$ cat config.mk
export PLATFORM = sky130hd
export DESIGN_NAME = pwm_multi_channel
export DESIGN_NICKNAME = d
export VERILOG_FILES = /design/src/rtl/pwm_multi_channel.sv
export SDC_FILE = /design/constraint.sdc
export NUM_CORES = 1
export LEC_CHECK = 0
export ABC_AREA = 1
export CORE_MARGIN = 5
export CORE_UTILIZATION = 57
export CTS_BUF_LIST = sky130_fd_sc_hd__clkbuf_8
export DETAILED_ROUTE_END_ITERATION = 12
export GPL_ROUTABILITY_DRIVEN = 0
export GPL_TIMING_DRIVEN = 1
export PLACE_DENSITY_LB_ADDON = 0.2
export SLEW_MARGIN = 20
export SYNTH_ARGS = -nofsm -noshare
export SYNTH_HDL_FRONTEND = slang
export SYNTH_SLANG_ARGS = --single-unit
$ cat constraint.sdc
create_clock -name clk -period 2.5 [get_ports clk]
set_input_delay 0.75 -clock clk [delete_from_list [all_inputs] [get_ports clk]]
set_output_delay 0.75 -clock clk [all_outputs]
set_load 0.1 [all_outputs]
$ cat src/rtl/pwm_multi_channel.sv
// Multi-channel PWM generator: shared prescaler, period counter, per-channel duty, double-buffered registers.
// Latency: register writes reach shadows next edge; pwm_out/period_start are registered from this edge's cnt.
// Backpressure: none; one write accepted per wr_en cycle. Optional triangle counter via PWM_CENTER_ALIGN_EN.
module pwm_multi_channel #(
   parameter int NUM_CH = 4,
   parameter int WIDTH  = 8,
   parameter int ADDR_W = $clog2(NUM_CH + 2)
) (
   input  logic              clk,
   input  logic              reset,
   input  logic              enable,
   input  logic              wr_en,
   input  logic [ADDR_W-1:0] wr_addr,
   input  logic [WIDTH-1:0]  wr_data,
   output logic [NUM_CH-1:0] pwm_out,
   output logic              period_start
);

   localparam logic [ADDR_W-1:0] PERIOD_ADDR   = ADDR_W'(NUM_CH);
   localparam logic [ADDR_W-1:0] PRESCALE_ADDR = ADDR_W'(NUM_CH + 1);
   localparam logic [WIDTH-1:0]  PERIOD_RST    = '1;
   localparam logic [WIDTH-1:0]  DUTY_RST      = WIDTH'(2 ** (WIDTH - 1));

   logic [WIDTH-1:0]  pre_cnt, pre_cnt_nxt;
   logic [WIDTH-1:0]  prescale, prescale_nxt;
   logic [WIDTH-1:0]  cnt, cnt_nxt;
   logic [WIDTH-1:0]  period_sh, period_sh_nxt;
   logic [WIDTH-1:0]  period_act, period_act_nxt;
   logic [WIDTH-1:0]  duty_sh      [NUM_CH];
   logic [WIDTH-1:0]  duty_sh_nxt  [NUM_CH];
   logic [WIDTH-1:0]  duty_act     [NUM_CH];
   logic [WIDTH-1:0]  duty_act_nxt [NUM_CH];
   logic [NUM_CH-1:0] pwm_nxt;
   logic              tick;
   logic              wrap;
   logic              load;
`ifdef PWM_CENTER_ALIGN_EN
   logic              dir_down, dir_down_nxt;
`endif

   // Register-file writes land in the shadows; prescale has no shadow and is used as soon as it is stored.
   always_comb begin
      period_sh_nxt = period_sh;
      prescale_nxt  = prescale;
      for (int i = 0; i < NUM_CH; i++) begin
         duty_sh_nxt[i] = duty_sh[i];
      end
      if (wr_en) begin
         if (wr_addr == PERIOD_ADDR)   period_sh_nxt = wr_data;
         if (wr_addr == PRESCALE_ADDR) prescale_nxt  = wr_data;
         for (int i = 0; i < NUM_CH; i++) begin
            if (wr_addr == ADDR_W'(i)) duty_sh_nxt[i] = wr_data;
         end
      end
   end

   // Prescaler and period counter; wrap marks the period boundary.
   always_comb begin
      tick        = enable && (pre_cnt >= prescale);
      pre_cnt_nxt = '0;
      cnt_nxt     = '0;
      wrap        = 1'b0;
`ifdef PWM_CENTER_ALIGN_EN
      dir_down_nxt = 1'b0;
`endif
      if (enable) begin
         // >= rather than == so a prescale shrunk below pre_cnt still ticks next cycle
         pre_cnt_nxt = tick ? '0 : pre_cnt + 1'b1;
         cnt_nxt     = cnt;
`ifdef PWM_CENTER_ALIGN_EN
         dir_down_nxt = dir_down;
         if (tick) begin
            if (period_act == '0) begin
               cnt_nxt      = '0;
               wrap         = 1'b1;
               dir_down_nxt = 1'b0;
            end else if (!dir_down && (cnt != period_act)) begin
               cnt_nxt = cnt + 1'b1;
            end else begin
               // at the top or already descending; the period ends on arrival at zero
               cnt_nxt      = cnt - 1'b1;
               wrap         = (cnt == WIDTH'(1));
               dir_down_nxt = !wrap;
            end
         end
`else
         if (tick) begin
            if (cnt == period_act) begin
               cnt_nxt = '0;
               wrap    = 1'b1;
            end else begin
               cnt_nxt = cnt + 1'b1;
            end
         end
`endif
      end
   end

   // Shadow-to-active load at the boundary (or continuously while stopped), then compare on the new values.
   always_comb begin
      load           = wrap || !enable;
      period_act_nxt = load ? period_sh_nxt : period_act;
      for (int i = 0; i < NUM_CH; i++) begin
         duty_act_nxt[i] = load ? duty_sh_nxt[i] : duty_act[i];
         pwm_nxt[i]      = enable && (cnt_nxt < duty_act_nxt[i]);
      end
   end

   // State registers with synchronous reset; reset discards any pending shadow writes.
   always_ff @(posedge clk) begin
      if (reset) begin
         pre_cnt      <= '0;
         prescale     <= '0;
         cnt          <= '0;
         period_sh    <= PERIOD_RST;
         period_act   <= PERIOD_RST;
         for (int i = 0; i < NUM_CH; i++) begin
            duty_sh[i]  <= DUTY_RST;
            duty_act[i] <= DUTY_RST;
         end
         pwm_out      <= '0;
         period_start <= 1'b0;
`ifdef PWM_CENTER_ALIGN_EN
         dir_down     <= 1'b0;
`endif
      end else begin
         pre_cnt      <= pre_cnt_nxt;
         prescale     <= prescale_nxt;
         cnt          <= cnt_nxt;
         period_sh    <= period_sh_nxt;
         period_act   <= period_act_nxt;
         for (int i = 0; i < NUM_CH; i++) begin
            duty_sh[i]  <= duty_sh_nxt[i];
            duty_act[i] <= duty_act_nxt[i];
         end
         pwm_out      <= pwm_nxt;
         period_start <= wrap;
`ifdef PWM_CENTER_ALIGN_EN
         dir_down     <= dir_down_nxt;
`endif
      end
   end

endmodule

* After elaboration in Yosys (flattened, before gate mapping)
Memories as Yosys holds them, arrays and structs flattened.
Cells that the tools add are included.
W data, S select, Z words.
** Word-level totals
- Logic and storage cells :: 69
- Bits in writable memories :: 64
- Output and inout bits :: 5
- Memories :: 2
- Input port bits :: 15
- Register bits after elaboration :: 45
** Operators by class
- Equal/unequal tests :: 6
- $add $sub $neg :: 2
- Reduce and logical (&&, ||, !) cells :: 10
- Mux-type cells :: 28
- $lt $le $gt $ge :: 5
- Bitwise gates (word level) :: 9
** Memory list
- duty_act :: depth 4, width 8, rd ports 4, clocked after memory_dff 0, wr ports 4, RTL line 31 : logic [WIDTH-1:0] duty_act [NUM_CH];
- duty_sh :: depth 4, width 8, rd ports 4, clocked after memory_dff 0, wr ports 4, RTL line 29 : logic [WIDTH-1:0] duty_sh [NUM_CH];
** Operators with widths (count)
- $mux W8 :: 21
- $lt A8 B8 Y1 :: 4
- $mux W32 :: 1
- $add A8 B1 Y8 const B :: 2
- $eq A8 B8 Y1 :: 1
- $ge A8 B8 Y1 :: 1
- $or A1 B1 Y1 :: 8
- $eq A3 B2 Y1 const B :: 2
- $eq A3 B3 Y1 const B :: 2
- $mux W1 :: 6
- $logic_and A1 B1 Y1 :: 5
- $eq A3 B1 Y1 const B :: 1
- $logic_not A3 Y1 :: 1
- $reduce_or A3 Y1 :: 1
- $reduce_and A2 Y1 :: 1
- $logic_not A1 Y1 :: 1
- $logic_or A1 B1 Y1 :: 1
- $not A1 Y1 :: 1

* Longest topological paths before layout
Gate-level depths: netlist of the first run.
- Word-level depth :: 8
- Gate-level depth with buffers :: 22
- Depth with buffers taken out :: 22

* Least setup slack after synthesis of the first run
OpenSTA, ideal clock, no wires.
- Path type :: register -> register
- From :: register pre_cnt[0]
- To :: register pwm_out[0]
- Period minus slack after synthesis :: 2.662 ns
- Slack :: -0.162 ns
- Setup time :: 0.070 ns
- Data arrival time :: 2.593 ns
- Cell stages (with the launch flop) :: 16
- Data required time :: 2.430 ns
- Buffers on the path :: 2
- Cells stage by stage :: dfxtp_1 > inv_1 > ha_1 > nand2_1 > nor2_1 > nor2_1 > nand2_1 > a21oi_1 > o21bai_4 > buf_6 > buf_6 > nor3_1 > ha_1 > a211oi_1 > nand3_1 > a21oi_1
** On the way
- Elaborated cells between the ends (all ways) :: 10
- Those cells by class :: order compare (2); mux (5); reduce/logical (3)
** RTL lines
- from (decl) :: RTL line 24 : logic [WIDTH-1:0] pre_cnt, pre_cnt_nxt;
- from (signal assigned) :: RTL line 127 : pre_cnt <= pre_cnt_nxt;
- $ge A8 B8 Y1 :: RTL line 59 : tick = enable && (pre_cnt >= prescale);
- $logic_and A1 B1 Y1 :: RTL line 59
- $mux W8 :: RTL line 87 : if (tick) begin
- $mux W8 :: RTL line 66 : if (enable) begin
- net cnt_nxt[7] :: RTL line 26 : logic [WIDTH-1:0] cnt, cnt_nxt;
- $lt A8 B8 Y1 :: RTL line 105 : pwm_nxt[i] = enable && (cnt_nxt < duty_act_nxt[i]);
- $logic_and A1 B1 Y1 :: RTL line 105
- to (signal assigned) :: RTL line 136 : pwm_out <= pwm_nxt;
- to (decl) :: RTL line 15 : output logic [NUM_CH-1:0] pwm_out,
The timed path passes the listed nets, and every way through them passes these cells.
A chain may end at the register's enable or synchronous reset.

* Worst setup path after layout of the first run
- From :: register pre_cnt[5]
- To :: register pwm_out[3]
Same word-level chain as after synthesis.

==> reports/qor.yml, run 1 <==
seq_area_sq_um: 2190
fp.dieH_um: 105.6
clockPowerShare: 0.327
remaining_drc_errors: 0
hold_path_end: "period_sh[5]"
grt_overflow: 0
min_path_cells: 2
drtPass1Iterations: 5
worstHoldStart: "period_sh[5]"
start_util: 0.5911
syn_nets: 688
grt_max_degree: 50
switching_power_mw: 1.016
start_kind: "flip-flop"
hpwl_mm: 8.890
period_share: 1.132
finalWorstSetupSlack_ns: -0.3291
fin_area_sq_um: 6823
path_max_fanout: 6
areaGrowthSynthToFinish_pct: 31.08
wl_per_cell_um: 15.74
hold_ws_ns: 0.4761
ant_nets: 0
core_sq_um: 8806
htree_levels: 3
cts-root-buf: "clkbuf_8"
grtUsageTotal: 0.2417
initialDrtViolationCount: 256
synth_flop_cell: "dfxtp_1"
worstReg2RegStart: "pre_cnt[5]"
multi_input_area_sq_um: 2957
vias: 4701
rows: 34
maxSlewViolCount: 0
nNetsFinal: 811
placement.cell_area_sq_um: 6140
synth_edf_count: 0
drt-total-wl_mm: 13.71
cts.path.max_buffers: 2
numCtsBuffers: 9
violations: "setup timing"
cts_tree: "built"
path_clk_slew_ns: 0.12
fin_crit_ns: 2.829
synth_area_per_cell_sq_um: 8.197
antenna_found_initial: 0
arrival_ns: 3.10
crit_type: "flip-flop to flip-flop"
die_w_um: 105.6
fin_worst_skew_ns: 0.01361
syn_area_sq_um: 5205
vias_per_cell: 5.397
end_kind: "flip-flop"
path_cells: "ha_1 > nand2_1 > nand2_1 > nand3_1 > nand2_2 > inv_1 > nand2_2 > nand2_4 > nor3_4 > inv_2 > nor3_4 > nand3_2 > nand2_2 > nor2_4 > buf_6 > ha_4 > nand2_4 > buf_6 > nor2_4 > a21oi_2"
grt_pass1_wl_mm: 21.76
fp.dieArea_sq_um: 11140
io-pin-count: 20
port_buffers: 19
r2r_slack_ns: -0.33
finalSetupViolations: 4
cp.required_ns: 2.77
cpMaxStageDelayCell: "dfxtp_1"
first_global_vias: 4654
cts_hold_buf: 0
crit_path_frequent_cell: "nand2_2"
postSynthCellCount: 635
rsz0062_at_grt: "yes"
hp-class: "flip-flop to flip-flop"
clkSinkCount: 109
pwr-share-seq: 0.511
p_comb_frac: 0.162
r2r-end: "pwm_out[3]"
r2r_cells: 20
max_freq_mhz: 353.5
fill_cells: 611
yosysSeqAreaShare: 0.4192
num_antenna_cells: 0
power.internal_mw: 2.554
cap_violations: 0
yosysUniqueCellTypes: 34
synth-async-reset-ratio: 0
synth_seq_cells: 109
p_total_mw: 3.570
p_leak_nw: 3.348
maxSlewHeadroom: 0.5019
power_density_nw_per_um2: 523.2
switching_share: 0.2845
outcome: "complete, but fails checks"
critPathMaxStageDelay_ns: 0.37
tightest_slew_ns: 0.7463
synth-warning-count: 0
clock_latency_ns: 0.38
hold_violations: 0
ir_drop_mv: 0.3428
drive_gt1_frac: 0.3132
[cell usage in the layout (no fill, tap or decap), types with 2 or more instances in the layout]
| master | n |
|---|---|
| a211oi_2 | 3 |
| a21oi_1 | 24 |
| a21oi_2 | 5 |
| a21oi_4 | 2 |
| buf_12 | 2 |
| buf_4 | 110 |
| buf_6 | 5 |
| clkbuf_8 | 10 |
| clkdlybuf4s50_1 | 13 |
| clkinv_4 | 2 |
| dfxtp_1 | 103 |
| dfxtp_2 | 6 |
| ha_1 | 28 |
| ha_4 | 10 |
| inv_1 | 51 |
| inv_2 | 12 |
| inv_8 | 2 |
| mux2i_1 | 40 |
| nand2_1 | 125 |
| nand2_2 | 13 |
| nand2_4 | 4 |
| nand3_1 | 15 |
| nand3_2 | 4 |
| nand4_1 | 3 |
| nor2_1 | 79 |
| nor2_2 | 6 |
| nor2_4 | 3 |
| nor3_1 | 3 |
| nor3_2 | 5 |
| nor3_4 | 3 |
| nor3b_1 | 2 |
| nor4_1 | 5 |
| o21ai_0 | 22 |
| o21ai_2 | 24 |
| o21ai_4 | 2 |
| xnor2_1 | 4 |
| xor2_1 | 5 |
[registers in the layout, indices dropped and copies added, names as in the netlist]
name          flops
pwm_out           4
prescale          8
period_act        8
pre_cnt           8
duty_sh          32
duty_act         32
cnt               8
period_start      1
period_sh         8
[cells by family after synthesis]
kind of cell,after synthesis,synth area share
flip-flops,109,0.4192
adder cells (fa/ha/maj),38,0.09135
multiplexers,40,0.07692
XOR/XNOR,9,0.01514
AO/OA/AOI/OAI,83,0.1034
AND/OR/NAND/NOR,272,0.2224
buffers and inverters,84,0.07163
[worst max-delay path, delay by kind of cell, from the launching register on]
family	cells	cell delay (ns)
AND/OR/NAND/NOR	13	1.31
flip-flops	1	0.37
AO/OA/AOI/OAI	1	0.06
buffers and inverters	4	0.38
adder cells (fa/ha/maj)	2	0.57
[power groups by stage]
stage	Clock [mW]	Combinational (mW)	Sequential, mW
global placement	0	0.488	1.86
floorplan	0	0.274	1.88
detailed placement	0	0.502	1.86
CTS	1.16	0.543	1.82
global route	1.24	0.632	1.83
finish	1.17	0.579	1.82
[Yosys cell counts, types with 2 or more instances]
cell type    n  area, sq um
nand2_1    134        503.0
dfxtp_1    109         2182
nor2_1      85        319.1
inv_1       59        221.5
mux2i_1     40        400.4
ha_1        38        475.5
a21oi_1     30        150.1
o21ai_2     26        227.7
o21ai_0     22        110.1
nand3_1     17        85.08
clkbuf_1    11        41.29
nand2_2      8        50.05
nor3_1       8        40.04
buf_6        5        56.30
nor4_1       5        31.28
xor2_1       5        43.79
inv_2        4        15.01
xnor2_1      4        35.03
a211oi_1     3        22.52
nand4_1      3        18.77
nor2_2       3        18.77
nand3_2      2        20.02
nor3_4       2        32.53
nor3b_1      2        15.01
[routing by layer]
layer	vias to the layer above	routed length (um)	global-route usage	share of wire
met4	0	458	0.1101	0.033
li1	2298	-	-	-
met2	173	6722	0.4117	0.49
met1	2185	5631	0.2958	0.41
met5	-	0	0	0
met3	45	900	0.04707	0.066
[what timing repair did]
action | CTS | global route
endpoints found under the setup margin | 4 | 5
cloned | 1 | 0
gates resized for setup | 46 | 22
hold endpoints to repair | 0 | 0
buffers inserted | 12 | 7
pin swaps | 29 | 14
[worst max-delay path by stage]
| stage | startpoint | end | slack (ns) |
|---|---|---|---|
| 2_1_floorplan | pre_cnt[0] | pwm_out[0] | 0.02 |
| 3_3_place_gp | wr_en | pwm_out[0] | -0.40 |
| 3_5_place_dp | wr_en | pwm_out[0] | -0.47 |
| 4_1_cts | pre_cnt[0] | pwm_out[2] | -0.16 |
| 5_1_grt | pre_cnt[0] | pwm_out[3] | -0.52 |
| 6_report | pre_cnt[5] | pwm_out[3] | -0.33 |
[cell type report]
| class | count | share of cell area |
|---|---|---|
| clock buffers | 10 | 0.02017 |
| clock inverters | 6 | 0.01155 |
| inverters | 64 | 0.03521 |
| multi-input cells | 442 | 0.4333 |
| flip-flops and latches | 109 | 0.3209 |
| well taps | 108 | 0.01981 |
| repair buffers | 132 | 0.1590 |
[stage by stage]
step	util	instances	TNS, ns	worst slack, ns
final	0.7748	871	-1.197	-0.3291
after global routing	0.7748	871	-2.096	-0.5179
after CTS	0.7597	864	-0.5552	-0.1589
after detailed placement	0.6972	837	-1.789	-0.4708
after global placement	0.6972	837	-1.395	-0.3962
after floorplan	-	635	0	0.02027
(Power assumes the default switching activity.)
==> run 2: changes to the inputs <==
--- a/config.mk
+++ b/config.mk
@@ -12,6 +12,7 @@
 export DETAILED_ROUTE_END_ITERATION = 12
 export GPL_ROUTABILITY_DRIVEN = 0
 export GPL_TIMING_DRIVEN = 1
+export HOLD_SLACK_MARGIN = 0.08
 export PLACE_DENSITY_LB_ADDON = 0.2
 export SLEW_MARGIN = 20
 export SYNTH_ARGS = -nofsm -noshare
==> results of run 2 <==
Same layout as run 1: the final DEF is identical, and so are final timing and power.
